File: src/rtl/cordic_nco_wrap_if.sv
// Bundle between the NCO wrapper and its host: control, the rotator link and the
// corrected cos/sin stream. The slave modport is the wrapper itself.
interface cordic_nco_wrap_if #(
    parameter int ACC_W = 24
);
    logic                    en;
    logic                    clr;
    logic [ACC_W-1:0]        fcw;
    logic [11:0]             phase_off;
    logic signed [10:0]      z_tgt;
    logic signed [10:0]      x_in;
    logic signed [10:0]      y_in;
    logic signed [10:0]      cos_out;
    logic signed [10:0]      sin_out;
    logic                    out_valid;

    modport master (
        output en, clr, fcw, phase_off, x_in, y_in,
        input  z_tgt, cos_out, sin_out, out_valid
    );

    modport slave (
        input  en, clr, fcw, phase_off, x_in, y_in,
        output z_tgt, cos_out, sin_out, out_valid
    );
endinterface

File: src/rtl/cordic_nco_wrap.sv
// Phase accumulator, quadrant fold into the rotator's convergent range, and
// post-rotation sign correction giving full-circle cos/sin.
module cordic_nco_wrap #(
    parameter int ACC_W      = 24,
    parameter int CORDIC_LAT = 11
) (
    input  logic              clk,
    input  logic              rst_n,
    cordic_nco_wrap_if.slave  bus
);
    logic [ACC_W-1:0]        acc_reg;
    logic [11:0]             phase;
    logic                    neg;
    logic                    launch;
    logic signed [10:0]      z_tgt_reg;
    logic signed [10:0]      cos_reg;
    logic signed [10:0]      sin_reg;
    logic signed [10:0]      cos_next;
    logic signed [10:0]      sin_next;
    logic                    out_valid_reg;
    logic [CORDIC_LAT:0]     vld_d_reg;
    logic [CORDIC_LAT:0]     neg_d_reg;
    logic [CORDIC_LAT:0]     vld_d_next;
    logic [CORDIC_LAT:0]     neg_d_next;

    function automatic logic signed [10:0] neg_sat(input logic signed [10:0] v);
        if (v == -11'sd1024) begin
            return 11'sd1023;
        end
        return -v;
    endfunction

    assign phase  = acc_reg[ACC_W-1 -: 12] + bus.phase_off;
    assign launch = bus.en & ~bus.clr;

    // Folding by +-2048 only touches bit 11, so the folded angle is always the
    // low 11 bits; the fold is needed exactly when bits 11 and 10 disagree.
    assign neg = phase[11] ^ phase[10];

    always_ff @(posedge clk or negedge rst_n) begin
        if (!rst_n) begin
            acc_reg   <= '0;
            z_tgt_reg <= '0;
        end else begin
            if (bus.clr) begin
                acc_reg <= '0;
            end else if (bus.en) begin
                acc_reg <= acc_reg + bus.fcw;
            end
            if (launch) begin
                z_tgt_reg <= $signed(phase[10:0]);
            end
        end
    end

    assign vld_d_next[0] = launch;
    assign neg_d_next[0] = launch ? neg : neg_d_reg[0];

    generate
        for (genvar gi = 1; gi <= CORDIC_LAT; gi++) begin : g_dly
            assign vld_d_next[gi] = vld_d_reg[gi-1];
            assign neg_d_next[gi] = neg_d_reg[gi-1];
        end
    endgenerate

    always_ff @(posedge clk or negedge rst_n) begin
        if (!rst_n) begin
            vld_d_reg <= '0;
            neg_d_reg <= '0;
        end else begin
            vld_d_reg <= vld_d_next;
            neg_d_reg <= neg_d_next;
        end
    end

    always_comb begin
        cos_next = bus.x_in;
        sin_next = bus.y_in;
        if (neg_d_reg[CORDIC_LAT]) begin
            cos_next = neg_sat(bus.x_in);
            sin_next = neg_sat(bus.y_in);
        end
    end

    always_ff @(posedge clk or negedge rst_n) begin
        if (!rst_n) begin
            cos_reg       <= '0;
            sin_reg       <= '0;
            out_valid_reg <= 1'b0;
        end else begin
            cos_reg       <= cos_next;
            sin_reg       <= sin_next;
            out_valid_reg <= vld_d_reg[CORDIC_LAT];
        end
    end

    assign bus.z_tgt     = z_tgt_reg;
    assign bus.cos_out   = cos_reg;
    assign bus.sin_out   = sin_reg;
    assign bus.out_valid = out_valid_reg;
endmodule

File: src/flat_wrapper.sv
// flat-port wrapper written by rule: the top's interface ports become plain ports
module cordic_nco_wrap_flat 
#(
    parameter int ACC_W      = 24,
    parameter int CORDIC_LAT = 11
)
  (clk, rst_n, bus_en, bus_clr, bus_fcw, bus_phase_off, bus_x_in, bus_y_in, bus_z_tgt, bus_cos_out, bus_sin_out, bus_out_valid);
  cordic_nco_wrap_if #(.ACC_W(ACC_W)) bus_i ();
  input  logic clk;
  input  logic rst_n;
  input wire logic [$bits(bus_i.en)-1:0] bus_en;
  input wire logic [$bits(bus_i.clr)-1:0] bus_clr;
  input wire logic [$bits(bus_i.fcw)-1:0] bus_fcw;
  input wire logic [$bits(bus_i.phase_off)-1:0] bus_phase_off;
  input wire logic [$bits(bus_i.x_in)-1:0] bus_x_in;
  input wire logic [$bits(bus_i.y_in)-1:0] bus_y_in;
  output wire logic [$bits(bus_i.z_tgt)-1:0] bus_z_tgt;
  output wire logic [$bits(bus_i.cos_out)-1:0] bus_cos_out;
  output wire logic [$bits(bus_i.sin_out)-1:0] bus_sin_out;
  output wire logic [$bits(bus_i.out_valid)-1:0] bus_out_valid;
  assign bus_i.en = bus_en;
  assign bus_i.clr = bus_clr;
  assign bus_i.fcw = bus_fcw;
  assign bus_i.phase_off = bus_phase_off;
  assign bus_i.x_in = bus_x_in;
  assign bus_i.y_in = bus_y_in;
  assign bus_z_tgt = bus_i.z_tgt;
  assign bus_cos_out = bus_i.cos_out;
  assign bus_sin_out = bus_i.sin_out;
  assign bus_out_valid = bus_i.out_valid;
  cordic_nco_wrap #(.ACC_W(ACC_W), .CORDIC_LAT(CORDIC_LAT)) u_core (.clk(clk), .rst_n(rst_n), .bus(bus_i));
endmodule
File: config.mk
export PLATFORM = sky130hd
export DESIGN_NAME = cordic_nco_wrap_flat
export DESIGN_NICKNAME = d
export VERILOG_FILES = /design/src/rtl/cordic_nco_wrap_if.sv /design/src/rtl/cordic_nco_wrap.sv /design/src/flat_wrapper.sv
export SDC_FILE = /design/constraint.sdc
export NUM_CORES = 1
export LEC_CHECK = 0
export CAP_MARGIN = 20
export CORE_ASPECT_RATIO = 0.6
export CORE_MARGIN = 2
export CORE_UTILIZATION = 52
export DETAILED_ROUTE_END_ITERATION = 10
export PLACE_DENSITY = 0.93
export SYNTH_ARGS = -nofsm -noshare
export SYNTH_HDL_FRONTEND = slang
export SYNTH_SLANG_ARGS = --single-unit
File: constraint.sdc
create_clock -name clk -period 3.03 [get_ports clk]
set_input_delay 0.606 -clock clk [delete_from_list [all_inputs] [get_ports clk]]
set_output_delay 0.606 -clock clk [all_outputs]
set_load 0.01 [all_outputs]
==> qor.yml, run 1 <==
status: "finished, final reports clean"
ir_worst_vdd_v: 0.0002929
finalNonFillerCells: 721
synthCells: 488
coreArea_sq_um: 8621
layout.area.seq_sq_um: 2052
synth_top_area_share_pct: 43.96
io_pins: 96
fin_ws_ns: 0.1642
p_clk_share_pct: 26.4
setup.worst_path.end_class: "flop"
dpl-instance-area_sq_um: 5873
synth_area_leaders: "dfrtp_1 (44%), ha_1 (9.6%), nand2_1 (6.0%)"
largest_reg_flops: 24
path_max_fanout: 4
seqPwrFrac_pct: 35.7
finClkSkew_ns: 0.006628
syn_area_sq_um: 4668
critPathKind: "in -> reg"
place_congestion: 0.9348
die_width_microns: 126.3
r2r-start: "u_core.acc_reg[12]"
synth_fp_nets: 588
final_antenna_net_count: 0
setup_violations: 0
intPower_w: 0.002925
cts.htree.levels: 3
hold-worst-slack_ns: 0.09181
rsz0062_at_grt: "no"
start_util_pct: 54.15
nFillCells: 613
yosysSeqAreaShare_pct: 43.96
cts.clk_slew.worst_paths_ns: 0.07
insertedDiodeCount: 0
synth_cell_types: 50
fmax_mhz: 348.9
p_switching_w: 0.001471
cap_violations: 0
nets: 704
p_leak_nw: 2.905
combPwrFrac_pct: 38.0
dieHeight_microns: 77.39
worstPathArrival_ns: 3.07
grt_max_degree: 83
firstDrtPassIters: 5
place_ws_ns: -0.1816
final_cell_mix: "clkdlybuf4s50_1 (94), dfrtp_1 (82), nand2_1 (75)"
die_area_sq_um: 9776
numCtsBuffers: 9
fin_crit_sh_pct: 94.58
worstSetupStartpoint: "bus_fcw[10]"
relSlewSlack_pct: 55.64
wire_per_inst_microns: 17.26
p_per_area_nw_per_um2: 706.7
grt_pass1_vias: 4358
drcViolationCount: 0
cts_max_path_buffers: 2
insertion_delay_ns: 0.35
wl_microns: 12450
maxSlewViolCount: 0
rows: 26
post-dp-hpwl_microns: 9117
synth_edf_count: 0
synth_flop_cell: "dfrtp_1"
layout_commonest_cell: "clkdlybuf4s50_1"
synthArstFlopShare_pct: 100.0
vias_per_cell: 5.867
cp.required_ns: 3.23
num_vias: 4230
grt_pass1_wl_microns: 20560
multi_input_area_sq_um: 2536
fin_area_sq_um: 6220
overflow: 0
synth-seq-cells: 82
avgSynthCellArea_sq_um: 9.566
yosysTopAreaCell: "dfrtp_1"
min_period_ns: 2.866
hold_class: "in -> async"
grt_usage_pct: 26.58
cp-start-kind: "primary input"
clockRootBuffer: "clkbuf_16"
io_buffers: 95
swShare_pct: 33.46
post_cts_buffers: 0
drive_above_1_share_pct: 8.210
tightestPinTransition_ns: 0.6655
hold_viol: 0
area_delta_synth_final_pct: 33.24
antenna_found_initial: 0
drt-initial-drc-count: 398
synth-warning-count: 0
cts_tree: "built"
cts_num_sinks: 82
post-place-cells: 704
## through the flow
stage | util, % | power, W | setup TNS, ns
floorplan | - | 0.002463 | 0
finish | 72.15 | 0.004396 | 0
detailed placement | 68.13 | 0.003208 | -0.5574
CTS | 71.76 | 0.004383 | 0
global route | 72.15 | 0.004644 | 0
global placement | 68.13 | 0.003118 | -0.09232
## critical path, stage by stage
cell and delay [ns]:
clkdlybuf4s50_1 0.42, ha_1 0.35, a21o_1 0.22, a211o_1 0.31
a21oi_2 0.15, a211oi_2 0.12, buf_4 0.17, a311oi_1 0.41
or3_1 0.19, nand3_1 0.12
## power by group through the flow
stage                     logic [W]  clock network, W  registers (W)
after floorplan            0.000854                 0        0.00161
after global placement      0.00156                 0        0.00156
after detailed placement    0.00163                 0        0.00158
after CTS                   0.00165           0.00117        0.00157
after global routing        0.00183           0.00122        0.00160
final                       0.00167           0.00116        0.00157
## routing by layer
| metal | GRT usage (%) | vias to the layer above | routed length, microns |
|---|---|---|---|
| met3 | 7.517 | 40 | 1006 |
| li1 | - | 1957 | - |
| met2 | 43.28 | 221 | 5873 |
| met1 | 33.82 | 2012 | 5198 |
| met4 | 10.66 | 0 | 369 |
| met5 | 0 | - | 0 |
## layout make-up
| cell class | instances | area share (%) |
|---|---|---|
| multi-input cells | 383 | 40.78 |
| clock inverters | 6 | 1.187 |
| flip-flops and latches | 82 | 32.99 |
| well taps | 112 | 2.253 |
| repair buffers | 118 | 18.35 |
| inverters | 10 | 0.6035 |
| clock buffers | 10 | 3.842 |
## kinds of logic (layout without fill, tap and decap cells)
family,count (synthesis),after routing,synth area share (%)
and+or+nand+nor,162,162,16.05
AOI/OAI and AO/OA,132,132,17.42
DFF,82,82,43.96
xor gates and xnor gates,40,40,7.800
adders and majority gates,38,38,10.51
buffers and inverters,23,144,1.850
muxes,11,11,2.412
## synth_stat cells, drive strengths merged (2+ instances only)
library cell	instances
o21ai	43
nand2b	6
dfrtp	82
a31oi	2
and3	3
mux2i	9
a211o	2
mux2	2
ha	36
o31ai	5
nor2	31
a21o	11
nor2b	7
o211ai	6
xor2	20
clkbuf	11
a211oi	7
fa	2
or3	8
nand2	75
a21oi	39
nand3	13
inv	10
buf	2
nand3b	2
xnor2	19
o21a	7
nor3	4
o21bai	3
nand4	6
## timing repair
action                                  in CTS  in global routing
hold buffers                                 0                  0
endpoints found under the hold margin        0                  0
gates resized for setup                      0                  2
endpoints found under the setup margin       0                  2
## final timing paths
path                       depth (start not counted)                     to  slack, ns
min in group clk                                   0    u_core.vld_d_reg[8]       0.35
hold / removal                                     1   u_core.vld_d_reg[10]       0.09
max in group asynchronous                          2  u_core.bus.cos_out[5]       2.37
hold reg to reg                                    0    u_core.vld_d_reg[8]       0.35
setup reg to reg                                   9    u_core.neg_d_reg[0]       0.45
setup / recovery                                  10     u_core.acc_reg[17]       0.16
Note: power is estimated with default switching activity, not from simulation.
==> run 2: changes to the inputs <==
Settings changed: PLACE_DENSITY 0.93 to 0.81.
==> run 2 against run 1 <==
Setup slack improved by 0.069 ns. Final cell count fell by 0.14%. First-iteration DRC count shrank 25%. Wire length down 7.9%. Via count shrank 4.7%. Sequential share of layout area rose by 0.15 points. Fmax is 2.5% higher. Clock skew down 0.0013 ns. Register-to-register slack improved by 0.02 ns. Worst hold slack better by 0.16 ns. Critical endpoint is now u_core.neg_d_reg[0]. Largest cell class unchanged.
==> qor.yml, run 2 (synthesis gave the netlist of run 1 again) <==
critPathKind: "in -> reg"
cts_tree: "built"
overflow: 0
fmax_mhz: 357.5
rr_endpoint: "u_core.neg_d_reg[0]"
final_antenna_net_count: 0
finalPower_w: 0.004300
coreArea_sq_um: 8621
place_congestion: 0.9430
tightestPinTransition_ns: 0.8178
worstSetupStartpoint: "bus_phase_off[0]"
drt-initial-drc-count: 297
r2r-start: "u_core.acc_reg[12]"
p_per_area_nw_per_um2: 694.6
dieHeight_microns: 77.39
p_leak_nw: 2.890
cts.htree.levels: 3
min_period_ns: 2.797
maxSlewViolCount: 0
grt_pass1_wl_microns: 19560
cap_violations: 0
worstPathArrival_ns: 3.01
io_buffers: 95
post-place-cells: 703
fin_ws_ns: 0.2332
post-dp-hpwl_microns: 8665
insertion_delay_ns: 0.34
grt_max_degree: 83
firstDrtPassIters: 5
ir_worst_vdd_v: 0.0003262
finalNonFillerCells: 720
drcViolationCount: 0
cts_max_path_buffers: 2
die_area_sq_um: 9776
cts.clk_slew.worst_paths_ns: 0.06
setup.worst_path.end_class: "flop"
grt_usage_pct: 25.08
wire_per_inst_microns: 15.92
hold_class: "in -> async"
clockRootBuffer: "clkbuf_16"
largest_reg_flops: 24
cts_num_sinks: 82
nFillCells: 617
antenna_found_initial: 0
hold_viol: 0
setup_violations: 0
insertedDiodeCount: 0
numCtsBuffers: 9
relSlewSlack_pct: 45.28
final_cell_mix: "clkdlybuf4s50_1 (94), dfrtp_1 (82), nand2_1 (75)"
io_pins: 96
wl_microns: 11460
cp-start-kind: "primary input"
vias_per_cell: 5.600
ff2ff_setup_slack_ns: 0.47
status: "finished, final reports clean"
die_width_microns: 126.3
rsz0062_at_grt: "no"
grt_pass1_vias: 4076
num_vias: 4032
area_delta_synth_final_pct: 32.62
cp.required_ns: 3.25
fin_crit_sh_pct: 92.31
nets: 703
layout_commonest_cell: "clkdlybuf4s50_1"
start_util_pct: 54.15
finClkSkew_ns: 0.005282
path_max_fanout: 2
ff2ff_path_depth: 9
place_ws_ns: -0.1849
drive_above_1_share_pct: 7.895
rows: 26
[run 2: cell count changes in the layout (fill, tap and decap cells not counted)]
cell | before | now
buf_4 | 23 | 22
clkinv_4 | 1 | 0
clkbuf_8 | 1 | 0
inv_8 | 1 | 0
a2111oi_1 | 1 | 0
clkbuf_1 | 0 | 1
inv_6 | 1 | 3
buf_16 | 1 | 0
buf_12 | 0 | 1
a2111oi_0 | 0 | 1
[run 2: repair_timing]
item	4_1_cts	5_1_grt
setup buffers	0	0
hold buffers	0	0
gates resized for setup	0	1
setup endpoints to repair	0	1
[run 2: final cells by class]
cell class / instances / area (sq um) / share of cell area (%)
Inverter: 10 / 37.54 / 0.6063
Clock buffer: 10 / 229.0 / 3.698
Clock inverter: 6 / 71.32 / 1.152
Multi-Input combinational cell: 383 / 2535 / 40.95
Tap cell: 112 / 140.1 / 2.264
Timing Repair Buffer: 117 / 1126 / 18.19
Sequential cell: 82 / 2052 / 33.14
[run 2: per-stage QoR]
stage	TNS, ns	util, %	hold slack (ns)	cell area (sq um)
floorplan	0	-	0.3104	4668
global placement	-0.1700	68.04	0.3319	5866
finish	0	71.81	0.2509	6191
detailed placement	-0.5577	68.04	0.3356	5866
global route	0	71.81	0.2909	6191
CTS	0	71.52	0.3433	6166
[run 2: per-layer routing]
metal  up-vias  track usage, %  routed length (microns)
li1       1957               -                        -
met1      1883           35.78                     5331
met2       168           37.31                     5041
met3        24           6.552                      857
met4         0           8.791                      232
met5         -               0                        0
[run 2: power by group]
group	switching, W	internal [W]	leakage (nW)	total, W
sequential	0.000164	0.00140	1.03	0.00156
combinational	0.000775	0.000852	1.72	0.00163
clock	0.000466	0.000647	0.140	0.00111
total	0.00140	0.00290	2.89	0.00430
[run 2: critical path: stages]
cell,delay (ns)
clkdlybuf4s50_1,0.41
ha_1,0.24
fa_1,0.42
a211oi_2,0.23
o21bai_1,0.09
a21o_1,0.21
a31oi_2,0.22
xnor3_1,0.35
xnor2_1,0.16
o21ai_0,0.09
[run 2: how the worst max path moves through the flow]
| stage | endpoint | slack (ns) |
|---|---|---|
| 2_1_floorplan | u_core.neg_d_reg[0] | 0.36 |
| 3_3_place_gp | u_core.neg_d_reg[0] | -0.12 |
| 3_5_place_dp | u_core.neg_d_reg[0] | -0.18 |
| 4_1_cts | u_core.neg_d_reg[0] | 0.16 |
| 5_1_grt | u_core.neg_d_reg[0] | 0.07 |
| 6_report | u_core.neg_d_reg[0] | 0.23 |
